[src/rtl/apb_i2c_regfile.sv]
`timescale 1ns/1ps
// APB slave register file for the I2C controller: config registers, TX/RX byte FIFOs, maskable irq.
// Latency: 2+WAIT_STATES PCLK per transfer; the core pops TX via tx_valid/tx_ready, and RX pushes have no backpressure.
module apb_i2c_regfile #(
  parameter int FIFO_DEPTH  = 4,
  parameter int WAIT_STATES = 0,
  parameter int ADDR_W      = 7
) (
  input  logic              PCLK,
  input  logic              PRESETn,
  input  logic              PSELx,
  input  logic              PENABLE,
  input  logic              PWRITE,
  input  logic [ADDR_W-1:0] PADDR,
  input  logic [7:0]        PWDATA,
  output logic [7:0]        PRDATA,
  output logic              PREADY,
  output logic              PSLVERR,
  output logic [7:0]        command_reg,
  output logic [7:0]        prescale_reg,
  output logic [7:0]        address_reg,
  input  logic [3:0]        status_in,
  output logic [7:0]        tx_data,
  output logic              tx_valid,
  input  logic              tx_ready,
  input  logic [7:0]        rx_data,
  input  logic              rx_valid,
  output logic              irq
);
  localparam int AW = $clog2(FIFO_DEPTH);
  localparam logic [2:0] WS = 3'(WAIT_STATES);

  typedef enum logic [1:0] {IDLE, SETUP, ACCESS} apb_state_t;
  apb_state_t st, cur, st_nxt;
  logic [2:0] cnt, cnt_nxt;

  always_ff @(posedge PCLK or negedge PRESETn) begin
    if (!PRESETn) begin
      st  <= IDLE;
      cnt <= '0;
    end else begin
      st  <= st_nxt;
      cnt <= cnt_nxt;
    end
  end

  // ACCESS is only reachable from a SETUP seen on an earlier edge, so a bus
  // caught mid-transfer by reset has to restart from SETUP.
  always_comb begin
    cur     = IDLE;
    st_nxt  = IDLE;
    cnt_nxt = cnt;
    PREADY  = 1'b0;
    if (PSELx && !PENABLE)
      cur = SETUP;
    else if (PSELx && PENABLE && st != IDLE)
      cur = ACCESS;
    PREADY = (cur == ACCESS) && (cnt == WS);
    st_nxt = PREADY ? IDLE : cur;
    case (cur)
      SETUP:   cnt_nxt = '0;
      ACCESS:  cnt_nxt = PREADY ? 3'd0 : cnt + 3'd1;
      default: cnt_nxt = cnt;
    endcase
  end

  logic       mapped, commit;
  logic [2:0] off;
  assign mapped = (PADDR[ADDR_W-1:4] == '0) && !PADDR[3];
  assign off    = PADDR[2:0];
  assign commit = PREADY;

  logic [7:0]  tx_mem [FIFO_DEPTH];
  logic [7:0]  rx_mem [FIFO_DEPTH];
  logic [AW:0] tx_wp, tx_rp, rx_wp, rx_rp;
  logic        tx_empty, tx_full, rx_empty, rx_full;
  logic        tx_push, tx_pop, rx_push, rx_pop;
  logic        tx_wr_hit, rx_rd_hit;

  assign tx_empty = (tx_wp == tx_rp);
  assign tx_full  = (tx_wp[AW] != tx_rp[AW]) && (tx_wp[AW-1:0] == tx_rp[AW-1:0]);
  assign rx_empty = (rx_wp == rx_rp);
  assign rx_full  = (rx_wp[AW] != rx_rp[AW]) && (rx_wp[AW-1:0] == rx_rp[AW-1:0]);

  assign tx_wr_hit = commit && PWRITE && mapped && (off == 3'd3);
  assign rx_rd_hit = commit && !PWRITE && mapped && (off == 3'd4);
  assign tx_push   = tx_wr_hit && !tx_full;
  assign tx_pop    = tx_valid && tx_ready;
  assign rx_push   = rx_valid && !rx_full;
  assign rx_pop    = rx_rd_hit && !rx_empty;

  assign tx_valid = !tx_empty;
  assign tx_data  = tx_mem[tx_rp[AW-1:0]];

  always_ff @(posedge PCLK or negedge PRESETn) begin
    if (!PRESETn) begin
      tx_wp <= '0;
      tx_rp <= '0;
      rx_wp <= '0;
      rx_rp <= '0;
    end else begin
      if (tx_push) tx_wp <= tx_wp + 1'b1;
      if (tx_pop)  tx_rp <= tx_rp + 1'b1;
      if (rx_push) rx_wp <= rx_wp + 1'b1;
      if (rx_pop)  rx_rp <= rx_rp + 1'b1;
    end
  end

  always_ff @(posedge PCLK) begin
    if (tx_push) tx_mem[tx_wp[AW-1:0]] <= PWDATA;
    if (rx_push) rx_mem[rx_wp[AW-1:0]] <= rx_data;
  end

  logic [4:0] irq_en;
  logic [4:2] sticky, sticky_set, sticky_clr;

  assign sticky_set = {rx_rd_hit && rx_empty, rx_valid && rx_full, tx_wr_hit && tx_full};
  assign sticky_clr = (commit && PWRITE && mapped && off == 3'd7) ? PWDATA[4:2] : 3'b000;

  always_ff @(posedge PCLK or negedge PRESETn) begin
    if (!PRESETn) begin
      command_reg  <= '0;
      prescale_reg <= '0;
      address_reg  <= '0;
      irq_en       <= '0;
      sticky       <= '0;
    end else begin
      if (commit && PWRITE && mapped) begin
        case (off)
          3'd0:    command_reg  <= PWDATA;
          3'd1:    prescale_reg <= PWDATA;
          3'd2:    address_reg  <= PWDATA;
          3'd6:    irq_en       <= PWDATA[4:0];
          default: ;
        endcase
      end
      // set after clear: a flag raised on the W1C edge survives
      sticky <= (sticky & ~sticky_clr) | sticky_set;
    end
  end

  logic [4:0] irq_stat;
  logic [7:0] rdata;
  logic       err;
  assign irq_stat = {sticky, !rx_empty, tx_empty};
  assign irq      = |(irq_stat & irq_en);

  always_comb begin
    rdata = '0;
    if (mapped) begin
      case (off)
        3'd0:    rdata = command_reg;
        3'd1:    rdata = prescale_reg;
        3'd2:    rdata = address_reg;
        3'd4:    rdata = rx_empty ? 8'h00 : rx_mem[rx_rp[AW-1:0]];
        3'd5:    rdata = {status_in, rx_full, rx_empty, tx_full, tx_empty};
        3'd6:    rdata = {3'b000, irq_en};
        3'd7:    rdata = {3'b000, irq_stat};
        default: rdata = '0;
      endcase
    end
  end

  assign err     = !mapped || (PWRITE && off == 3'd3 && tx_full) || (!PWRITE && off == 3'd4 && rx_empty);
  assign PRDATA  = PREADY ? rdata : 8'h00;
  assign PSLVERR = PREADY && err;
endmodule
[config.mk]
export PLATFORM = sky130hd
export DESIGN_NAME = apb_i2c_regfile
export DESIGN_NICKNAME = d
export VERILOG_FILES = /design/src/rtl/apb_i2c_regfile.sv
export SDC_FILE = /design/constraint.sdc
export NUM_CORES = 1
export LEC_CHECK = 0
export BUFFER_PORTS_ARGS = -buffer_cell sky130_fd_sc_hd__buf_2
export CAP_MARGIN = 25
export CORE_MARGIN = 4
export CORE_UTILIZATION = 50
export DETAILED_ROUTE_END_ITERATION = 6
export GPL_TIMING_DRIVEN = 0
export PLACE_DENSITY = 0.79
export REMOVE_ABC_BUFFERS = 1
export SYNTH_ARGS = -nofsm -noshare
export SYNTH_HDL_FRONTEND = slang
export SYNTH_SLANG_ARGS = --single-unit
export TNS_END_PERCENT = 20
[constraint.sdc]
create_clock -name PCLK -period 6.1 [get_ports PCLK]
set_input_delay 0.305 -clock PCLK [delete_from_list [all_inputs] [get_ports PCLK]]
set_output_delay 0.305 -clock PCLK [all_outputs]
set_load 0.005 [all_outputs]
Word level (Yosys, flattened, before mapping)
Memories as Yosys holds them, arrays and structs flattened.
Cells that the tools add are included.
{ "totals": {"output_inout_bits": 44, "ram_bits": 64, "n_memories": 2, "in_bits": 34, "word_cells": 97, "register_bits": 49} }
{ "op_classes": {"add_sub_neg": 5, "muxes": 14, "n_reduce_logical": 46, "n_eq_ne": 15, "bitwise_logic": 4} }
{ "mem_list": {"columns": ["name", "depth", "word_bits", "rd", "rd_ports_with_merged_regs", "wr", "line", "rtl"], "rows": [
  ["rx_mem", 4, 8, 1, 0, 1, "74", "logic [7:0] rx_mem [FIFO_DEPTH];"],
  ["tx_mem", 4, 8, 1, 0, 1, "73", "logic [7:0] tx_mem [FIFO_DEPTH];"]
]} }
{ "ops": {"columns": ["operator", "n"], "rows": [
  ["one-hot mux 8 bit (7 select lines)", 1],
  ["logical AND 1 bit", 26],
  ["2-to-1 mux 8 bit", 3],
  ["adder 3 x 1 -> 3 bit (second input constant)", 5],
  ["equality test 3 bit (second input constant)", 4],
  ["logical NOT 3 bit", 3],
  ["logical NOT 1 bit", 8],
  ["AND reduction 2 bit", 4],
  ["equality test 3 x 2 -> 1 bit (second input constant)", 2],
  ["equality test 3 bit", 2],
  ["2-to-1 mux 2 bit", 3],
  ["2-to-1 mux 3 bit", 2],
  ["one-hot mux 3 bit (2 select lines)", 1],
  ["AND 5 bit", 1],
  ["OR reduction 5 bit", 1],
  ["equality test 2 bit", 2],
  ["2-to-1 mux 1 bit", 4],
  ["nonzero test 2 bit", 2],
  ["AND 3 bit", 1],
  ["equality test 3 x 1 -> 1 bit (second input constant)", 1],
  ["NOT 3 bit", 1],
  ["OR 3 bit", 1],
  ["equality test 2 x 1 -> 1 bit (second input constant)", 1],
  ["equality test 2 bit (second input constant)", 1],
  ["2 further kinds", 4]
]} }

Logic depth before layout (Yosys ltp)
Gate-level depths: netlist of the first run.
{ "depth": {"depth_word": 13, "mapped_depth": 7, "ltp_nobuf": 6} }

Worst setup path before layout of the first run
No wires, ideal clock.
{ "synth_timing": {"path_kind": "input to register", "from": "input PADDR[5]", "to": "register prescale_reg[0]", "n_path_buf": 1, "stages": 5, "arrival_ns": 1.869, "setup_slack_ns": 4.106, "setup_time_ns": 0.125, "required_time_ns": 5.975, "cell_sequence": "or4_4 nor4_4 and3b_1 buf_6 mux2_2"} }
{ "synth_via": {"elab_chain_cells": 4} }
{ "synth_lines": {"columns": ["item", "line", "rtl"], "rows": [
  ["start, declared", "14", "input logic [ADDR_W-1:0] PADDR,"],
  ["logical NOT 3 bit", "69", "assign mapped = (PADDR[ADDR_W-1:4] == '0) && !PADDR[3];"],
  ["logical AND 1 bit", "69", null],
  ["logical AND 1 bit", "128", "if (commit && PWRITE && mapped) begin"],
  ["AND reduction 2 bit (no line)", null, null],
  ["end signal, assigned", "123", "prescale_reg <= '0;"],
  ["end signal, assigned", "131", "3'd1: prescale_reg <= PWDATA;"],
  ["end, declared", "20", "output logic [7:0] prescale_reg,"]
]} }
Every way passes these cells.
A chain may end at the register's enable or synchronous reset.

Worst setup path after layout of the first run
{ "layout_timing": {"from": "register tx_rp[0]", "to": "output PSLVERR"} }
{ "layout_via": {"elab_chain_cells": 6} }
{ "layout_lines": {"columns": ["item", "line", "rtl"], "rows": [
  ["start, declared", "75", "logic [AW:0] tx_wp, tx_rp, rx_wp, rx_rp;"],
  ["start signal, assigned", "103", "if (tx_pop) tx_rp <= tx_rp + 1'b1;"],
  ["equality test 2 bit", "81", "assign tx_full = (tx_wp[AW] != tx_rp[AW]) && (tx_wp[AW-1:0] == tx_rp[AW-1:0]);"],
  ["logical AND 1 bit", "81", null],
  ["logical AND 1 bit", "164", "assign err = !mapped || (PWRITE && off == 3'd3 && tx_full) || (!PWRITE && off == 3'd4 && rx_empty);"],
  ["logical OR 1 bit (2 in a row)", "164", null],
  ["logical AND 1 bit", "166", "assign PSLVERR = PREADY && err;"],
  ["end, declared", "18", "output logic PSLVERR,"]
]} }
Every way passes these cells.

==> results.md, run 1 <==
- Net Sw Power: 0.5849 mW
- CTS Buf Count: 17
- Vias after detailed routing: 3252
- Hold Crit Class: in -> reg
- CP Capture Type: output pin
- Num ports: 78
- Reg area: 0.003148 mm²
- Post-synthesis register bit count: 113
- Max-slew violations: 0
- WS Path Type: reg -> out
- Status: complete, no violations
- TritonCTS clock tree: done
- Final worst path period share: 49.84%
- Startpoint types: flip-flop
- Final WL: 11400 µm
- Sequential power share: 42.3%
- Post-DP HPWL: 7809 µm
- Maximum clock rate: 328.9 MHz
- Area delta synth->final: 23.44%
- Crit-path max FO: 11
- Fin Setup TNS: 0 ps
- Hold WS: 24.13 ps
- Clock Pin Slew Worst Setup and Hold Paths: 60 ps
- Clock share of power: 44.1%
- Core Area: 0.009864 mm²
- GRT overflow: 0
- Clock Skew: 9.545 ps
- PD cells: 355.4 mW/mm²
- Tot GR Track Use: 20.92%
- Internal power: 1.656 mW
- Final Util: 63.93%
- Top_reg_cell synth: edfxtp_1
- Final setup fails: 0
- Final nets: 478
- Avg Inst Size Synth: 15.07 µm²
- CP cell instances: xnor2_1 -> nand3_1 -> or3_1 -> a311oi_1 -> buf_2
- Combinational group share of total power: 13.6%
- Drt pass-1 iters: 5
- PortBufs: 77
- Clock sinks: 113
- Htree depth: 4
- Tmin final: 3040 ps
- Worst-Skew Late Latency: 520 ps
- # diodes: 0
- Unrepaired setup endpoints after global routing: no
- Syn Std Cell Area: 0.005109 mm²
- Synth cell types: 50
- Sw frac: 26.10%
- Worst vdd ir: 0.3264 mV
- Area of the multi-input gates: 0.001874 mm²
- Post-route antenna net violation count: 0
- Largest net degree at the start of global routing: 31
- Sequential element share of the synthesized area: 61.62%
- Final Hold Violating Endpoints: 0
- Max-cap violation count: 0
- Biggest cell delay along the critical path: 610 ps
- Worst Path Required: 5790 ps
- DR DRC count: 0
- Share of layout cells above drive strength 1: 38.88%
- Initial core utilization: 51.79%
- EDFF count, synth: 64
- Filler cells: 719
- Vias per std cell: 5.626
- Slew margin rel.: 51.48%
- # rows: 36
- DRT iter0 DRCs: 186
- Clock Tree Buf Depth: 2
- Initial antenna violation count: 1
- Die Span X: 109.1 µm
- Global placer's final weighted congestion: 0.7981
- Die area: 0.01190 mm²
- WL/cell: 19.71 µm
- Cell count after synthesis: 339
- Clock Tree Root: clkbuf_8
- Worst Tran Pin Value: 724.4 ps
- Yosys warning count: 0
- Slowest CP cell: dfrtp_1
- Power consumption: 2.241 mW
- Number of global-route vias before repair: 3406
- Worst EP arrival: 2740 ps
- Leakage: 2.653 nW
- Asr flop ratio synth: 43.36%
- First-pass GRT wire length: 18320 µm
- Postcts setup bufs: 0
- Die Ht: 109.1 µm
what timing repair did:
action	4_1_cts	5_1_grt
hold buffers	9	0
resized for setup	0	0
hold endpoints to repair	48	0
path summary, 6_finish.rpt:
check	startpoint	end	slack [ps]	cells after the start
setup / recovery	tx_rp[0]	PSLVERR	3060	5
hold / removal	rx_data[5]	rx_mem[1][5]	20	1
setup reg to reg	cnt[0]	prescale_reg[3]	3540	6
hold reg to reg	rx_wp[2]	rx_wp[2]	490	1
max in group asynchronous	PRESETn	tx_rp[0]	5280	3
min in group asynchronous	PRESETn	prescale_reg[7]	290	2
layout make-up:
type,instances,share of cell area [%]
Timing Repair Buffer,87,7.857
Inverter,6,0.3571
Clock inverter,15,2.937
Clock buffer,17,6.567
Sequential cell,113,49.92
Multi-Input combinational cell,207,29.72
Tap cell,133,2.639
kinds of logic after synthesis:
| kind of cell | after synthesis | share of synthesized area [%] |
|---|---|---|
| flops | 113 | 61.62 |
| simple gates | 80 | 8.940 |
| mux | 60 | 16.38 |
| compound gates | 38 | 5.511 |
| buf+inv | 19 | 1.690 |
| xor+xnor | 17 | 2.914 |
| fa+ha+maj | 12 | 2.939 |
cells in the final DEF (no fill, tap or decap), drive strengths merged, types with 2 or more instances in the layout:
master / instances
clkinvlp: 4
clkbuf: 17
nand2b: 3
dfrtp: 49
mux2: 39
a22oi: 2
or3: 3
nand2: 21
bufinv: 3
a221oi: 2
and3: 6
nor3: 2
a21oi: 2
a31oi: 8
a222oi: 3
ha: 12
clkinv: 6
nand3: 6
nand3b: 2
xnor2: 12
xor2: 5
o211ai: 2
mux2i: 6
and2: 9
edfxtp: 64
o21ai: 5
nor2b: 2
nor2: 10
or3b: 2
buf: 78
or2: 3
nand4: 6
dlygate4sd3: 9
a22o: 4
inv: 8
nor4: 3
a21o: 3
mux4: 15
synthesized netlist by cell type (3+ instances only):
cell type / number / area [µm²]
inv_1: 6 / 22.52
nand4_1: 6 / 37.54
buf_2: 3 / 15.01
mux2_2: 39 / 439.2
a222oi_1: 3 / 30.03
and3_1: 6 / 37.54
nand2b_1: 3 / 18.77
nand3_1: 6 / 30.03
a31oi_1: 8 / 50.05
o21ai_0: 4 / 20.02
or3_1: 3 / 18.77
and2_1: 9 / 56.30
ha_1: 12 / 150.1
buf_1: 3 / 11.26
edfxtp_1: 64 / 1922
xnor2_1: 12 / 105.1
a21o_1: 3 / 22.52
clkbuf_1: 5 / 18.77
nand2_1: 20 / 75.07
xor2_1: 5 / 43.79
nor2_1: 10 / 37.54
a22o_1: 4 / 35.03
mux4_2: 15 / 337.8
or2_2: 3 / 18.77
dfrtp_1: 49 / 1226
mux2i_1: 6 / 60.06
worst max-delay path: cells and delay by family (launching register included):
family / cells / cell delay [ps]
flops: 1 / 610
compound gates: 1 / 270
simple gates: 2 / 700
buf+inv: 1 / 160
xor+xnor: 1 / 490
stage by stage:
step	setup slack (ps)	cell area, µm²	instances
5_1_grt	2855	6306	578
3_3_place_gp	3516	5597	536
2_1_floorplan	4036	5045	326
6_report	3060	6306	578
4_1_cts	3016	6306	578
3_5_place_dp	3463	5617	537
per-layer routing:
layer  vias to the layer above  track usage [%]  share of wire [%]
met5                         -                0              0.061
met4                         2            8.656                2.0
met3                        25            6.690                6.8
met2                       102            34.34                 51
met1                      1628            25.56                 40
li1                       1495                -                  -
power by group through the flow:
stage | logic, mW | registers, mW | clock network (mW)
final | 0.305 | 0.947 | 0.989
after global placement | 0.293 | 0.959 | 0
after CTS | 0.308 | 0.948 | 0.999
after floorplan | 0.198 | 0.943 | 0
after global routing | 0.344 | 0.960 | 1.04
after detailed placement | 0.305 | 0.964 | 0
(Power assumes the default switching activity.)
==> inputs of run 2 (changes only) <==
- clock period: 6.1 -> 3.1 ns (I/O delays scaled with it)
==> results.md, run 2 (synthesis gave the netlist of run 1 again) <==
- Worst path top cell family by delay: simple AND/OR/NAND/NOR gates
- Crit-path max FO: 11 (unchanged)
- Htree depth: 4 (unchanged)
- Worst-Skew Late Latency: 520 ps (about the same)
- Clock Skew: 9.295 ps (-0.2504 ps)
- TritonCTS clock tree: done
- WL/cell: 19.29 µm (-2.2%)
- Tot GR Track Use: 20.93% (about the same)
- Final Util: 65.41% (+1.5 points)
- Tmin final: 2899 ps
- Area after DPL: 0.005617 mm² (unchanged)
- Maximum clock rate: 344.9 MHz
- CP Capture Type: output pin
- Hold Crit Class: in -> reg
- CTS Buf Count: 17 (unchanged)
- Largest net degree at the start of global routing: 31 (unchanged)
- CP cell instances: xnor2_1 -> nand3_1 -> or3_1 -> a311oi_1 -> buf_2
- Hold WS: 95.83 ps (+71.70 ps)
- Slowest CP cell: dfrtp_1
- Biggest cell delay along the critical path: 610 ps (about the same)
- WP buf/inv: 1 (unchanged)
- Clock Pin Slew Worst Setup and Hold Paths: 60 ps (about the same)
- Final Instance Area: 0.006452 mm² (+2.3%)
- Clock Tree Root: clkbuf_8
- Commonest non-fill, non-tap cell in the layout: buf_2
- PortBufs: 77 (unchanged)
- Worst Tran Pin Value: 717.8 ps (-6.631 ps)
- Num ports: 78 (unchanged)
- DR DRC count: 0 (unchanged)
- Drt pass-1 iters: 4 (-1)
- Core Area: 0.009864 mm² (unchanged)
- Worst vdd ir: 0.6395 mV (+96%)
- Initial antenna violation count: 0 (-1)
- Worst EP arrival: 2740 ps (about the same)
- Vias after detailed routing: 3306 (+1.7%)
- Number of global-route vias before repair: 3433 (+0.79%)
- Status: complete, no violations
- Die Ht: 109.1 µm (unchanged)
- Fin Setup TNS: 0 ps (unchanged)
- # rows: 36 (unchanged)
- Clock Tree Buf Depth: 2 (unchanged)
- PD cells: 686.9 mW/mm² (+93%)
- Max-slew violations: 0 (unchanged)
- Worst Path Required: 2940 ps (-2850 ps)
- Final worst path period share: 93.52%
- # diodes: 0 (unchanged)
- Max-cap violation count: 0 (unchanged)
- Final nets: 492 (+2.9%)
- Final setup fails: 0 (unchanged)
- Share of layout cells above drive strength 1: 37.91% (-0.97 points)
- DRT iter0 DRCs: 211 (+13%)
- Final Hold Violating Endpoints: 0 (unchanged)
- Slew margin rel.: 52.15% (+0.67 points)
- Filler cells: 697 (-3.1%)
- Leakage: 2.711 nW (+2.2%)
- Post-DP HPWL: 7809 µm (unchanged)
- Postcts setup bufs: 0 (unchanged)
- Die Span X: 109.1 µm (unchanged)
- Initial core utilization: 51.79% (unchanged)
- Final WL: 11420 µm (+0.21%)
- Startpoint types: flip-flop
- Die area: 0.01190 mm² (unchanged)
- WS Path Type: reg -> out
- Unrepaired setup endpoints after global routing: no
- Clock sinks: 113 (unchanged)
- Post-route antenna net violation count: 0 (unchanged)
- Most frequent cells in the layout: buf_2 (77), edfxtp_1 (64), dfrtp_1 (49)
- Vias per std cell: 5.584 (-0.74%)
- GRT overflow: 0 (unchanged)
- First-pass GRT wire length: 18400 µm (+0.41%)
- Area delta synth->final: 26.30%
- Global placer's final weighted congestion: 0.7981 (unchanged)
## run 2: cell count changes in the layout (fill, tap and decap cells not counted)
cell,change
a31oi_1,-1
a31oi_2,+1
dlygate4sd3_1,+14
## run 2: worst min-delay path: stages
cell,delay (ps)
buf_2,90
o211a_1,220
o31ai_1,90
## run 2: worst paths after layout
kind	start	to	slack, ps	cells past startpoint
setup / recovery	tx_rp[0]	PSLVERR	200	5
hold / removal	PSELx	cnt[1]	100	3
setup reg to reg	cnt[0]	prescale_reg[3]	560	6
hold reg to reg	rx_wp[2]	rx_wp[2]	490	1
max in group asynchronous	PRESETn	tx_rp[0]	2430	3
min in group asynchronous	PRESETn	prescale_reg[7]	140	2
## run 2: layer usage
| layer | global-route usage [%] | vias to the layer above | share of wire (%) |
|---|---|---|---|
| met1 | 26.09 | 1666 | 41 |
| met5 | 0 | - | 0 |
| met3 | 6.217 | 20 | 5.7 |
| met2 | 34.69 | 95 | 52 |
| met4 | 7.574 | 0 | 1.5 |
| li1 | - | 1525 | - |
## run 2: cell type report
type | instances | area [µm²] | share of cell area (%)
flip-flops and latches | 113 | 3148 | 48.79
multi-input cells | 207 | 1881 | 29.14
repair buffers | 101 | 635.6 | 9.851
clock buffers | 17 | 414.1 | 6.418
clock inverters | 15 | 185.2 | 2.870
well taps | 133 | 166.4 | 2.579
inverters | 6 | 22.52 | 0.3490
## run 2: repair_timing
action                                 in CTS  in global routing
gates resized for setup                     0                  1
setup endpoints to repair                   0                  1
hold buffers                               23                  0
endpoints found under the hold margin     139                  0
## run 2: power by group
part	switching [mW]	total [mW]	leakage, nW	internal [mW]
logic	0.311	0.622	1.19	0.311
clock network	0.720	1.95	0.279	1.23
registers	0.129	1.86	1.24	1.73
## run 2: metrics by stage
step	setup WS (ps)	instances	power, mW
2_1_floorplan	1087	326	2.246
3_3_place_gp	661.1	536	2.463
3_5_place_dp	618.6	537	2.496
4_1_cts	165.7	592	4.454
5_1_grt	8.804	592	4.632
6_report	201.0	592	4.432
==> inputs of run 3 (changes only) <==
- CORE_ASPECT_RATIO: default -> 0.9
- SLEW_MARGIN: default -> 20
==> results.md, run 3 (synthesis gave the netlist of run 1 again) <==
- Die Ht: 103.9 µm (-4.8%)
- Tot GR Track Use: 19.74% (-1.2 points)
- Largest net degree at the start of global routing: 31 (unchanged)
- Vias per std cell: 5.723 (+2.5%)
- CTS Buf Count: 17 (unchanged)
- DRT iter0 DRCs: 208 (-1.4%)
- DR DRC count: 0 (unchanged)
- Slew margin rel.: 50.39% (-1.8 points)
- Area delta synth->final: 22.12%
- Number of global-route vias before repair: 3373 (-1.7%)
- Slowest CP cell: dfrtp_1
- Worst-Skew Late Latency: 410 ps (-110 ps)
- Filler cells: 717 (+2.9%)
- Share of layout cells above drive strength 1: 37.98% (+0.069 points)
- Commonest non-fill, non-tap cell in the layout: buf_2
- Status: complete, no violations
- Maximum clock rate: 370.5 MHz (+7.4%)
- Clock Tree Root: clkbuf_16
- Post-CTS Resized: 0 (unchanged)
- Max-slew violations: 0 (unchanged)
- Post-route antenna net violation count: 0 (unchanged)
- Crit-path max FO: 11 (unchanged)
- Final setup fails: 0 (unchanged)
- Final Hold Violating Endpoints: 0 (unchanged)
- Final WL: 11020 µm (-3.5%)
- # diodes: 0 (unchanged)
- Die area: 0.01190 mm² (about the same)
- Tmin final: 2699 ps (-200.2 ps)
- Leakage: 2.632 nW (-2.9%)
- GRT overflow: 0 (unchanged)
- Core Area: 0.009827 mm² (-0.38%)
- Htree depth: 4 (unchanged)
- Startpoint types: flip-flop
- TritonCTS clock tree: done
- Num ports: 78 (unchanged)
- Hold WS: 14.17 ps (-81.66 ps)
- Clock sinks: 113 (unchanged)
- Final worst path period share: 87.06% (-6.5 points)
- Max-cap violation count: 0 (unchanged)
- Global placer's final weighted congestion: 0.8992 (+13%)
- Worst vdd ir: 0.5147 mV (-20%)
- CP Capture Type: output pin
- PortBufs: 77 (unchanged)
- Clock Pin Slew Worst Setup and Hold Paths: 60 ps (about the same)
- First-pass GRT wire length: 17800 µm (-3.2%)
- PD cells: 674.3 mW/mm² (-1.8%)
- Worst EP arrival: 2540 ps (-200 ps)
- Initial core utilization: 51.99% (+0.20 points)
- Area of the multi-input gates: 0.001874 mm² (-0.33%)
- WL/cell: 19.29 µm (about the same)
- Vias after detailed routing: 3268 (-1.1%)
- CP cell instances: xnor2_1 -> nand3_1 -> or3_1 -> a311oi_1 -> buf_2
- Reg area: 0.003148 mm² (unchanged)
- # rows: 34 (-5.6%)
- Clock Tree Buf Depth: 2 (unchanged)
- Die Span X: 114.6 µm (+5.0%)
- Initial antenna violation count: 0 (unchanged)
- Drt pass-1 iters: 5 (+1)
- Biggest cell delay along the critical path: 610 ps (about the same)
- Post-DP HPWL: 7557 µm (-3.2%)
- Power consumption: 4.207 mW (-5.1%)
- Clock Skew: 15.72 ps (+6.428 ps)
- Final nets: 479 (-2.6%)
- Worst Tran Pin Value: 744.2 ps (+26.41 ps)
- Fin Setup TNS: 0 ps (unchanged)
- Worst Path Required: 2940 ps (about the same)
- Unrepaired setup endpoints after global routing: no
- Most frequent cells in the layout: buf_2 (77), edfxtp_1 (64), dfrtp_1 (49)
- WS Path Type: reg -> out
- Hold Crit Class: in -> reg
run 3: changes by cell type in the layout (fill, tap and decap cells not counted), sizes merged:
cell	before	now
dlygate4sd3	23	10
clkinvlp	4	3
bufinv	3	1
clkbuf	17	20
inv	8	6
clkinv	6	7
run 3: cell type report:
| class | instances | share of cell area (%) |
|---|---|---|
| Clock buffer | 20 | 7.000 |
| Inverter | 6 | 0.3610 |
| Multi-Input combinational cell | 207 | 30.04 |
| Tap cell | 126 | 2.527 |
| Clock inverter | 11 | 1.504 |
| Sequential cell | 113 | 50.46 |
| Timing Repair Buffer | 88 | 8.103 |
run 3: what timing repair did:
action	CTS	global route
setup buffers	0	0
hold endpoints to repair	52	0
hold buffers	10	0
run 3: per-stage QoR:
step	worst slack (ps)	std cells	util [%]	area (µm²)
2_1_floorplan	1087	326	-	5045
3_3_place_gp	781.1	529	56.86	5588
3_5_place_dp	727.6	530	57.07	5608
4_1_cts	354.2	571	63.48	6238
5_1_grt	184.7	571	63.48	6238
6_report	401.2	571	63.48	6238
run 3: path summary, 6_finish.rpt:
check                          start               to  slack, ps  depth (start not counted)
min reg2reg                   cnt[2]           cnt[2]        490                          1
min                        PWDATA[7]     tx_mem[1][7]         10                          1
max                         tx_rp[0]          PSLVERR        400                          5
min in group asynchronous    PRESETn           cnt[1]        250                          2
max reg2reg                   cnt[0]  prescale_reg[4]        700                          6
max in group asynchronous    PRESETn  prescale_reg[5]       2310                          3
run 3: metal layers:
layer,wire [µm],global-route usage [%],share of wire [%],up-vias
li1,-,-,-,1499
met1,4466,25.05,41,1624
met2,5823,32.38,53,132
met3,636,6.050,5.8,13
met4,91,6.192,0.83,0
met5,0,0,0,-
run 3: where the power goes:
part	switching (mW)	internal [mW]
Combinational	0.305	0.298
Sequential	0.131	1.73
Clock	0.653	1.09
Total	1.09	3.12
run 3: worst max-delay path: cells and delay by family, from the launching register on:
family	cells	cell delay, ps
XOR/XNOR	1	460
AND/OR/NAND/NOR	2	620
AO/OA/AOI/OAI	1	280
buffers and inverters	1	170
flip-flops	1	610
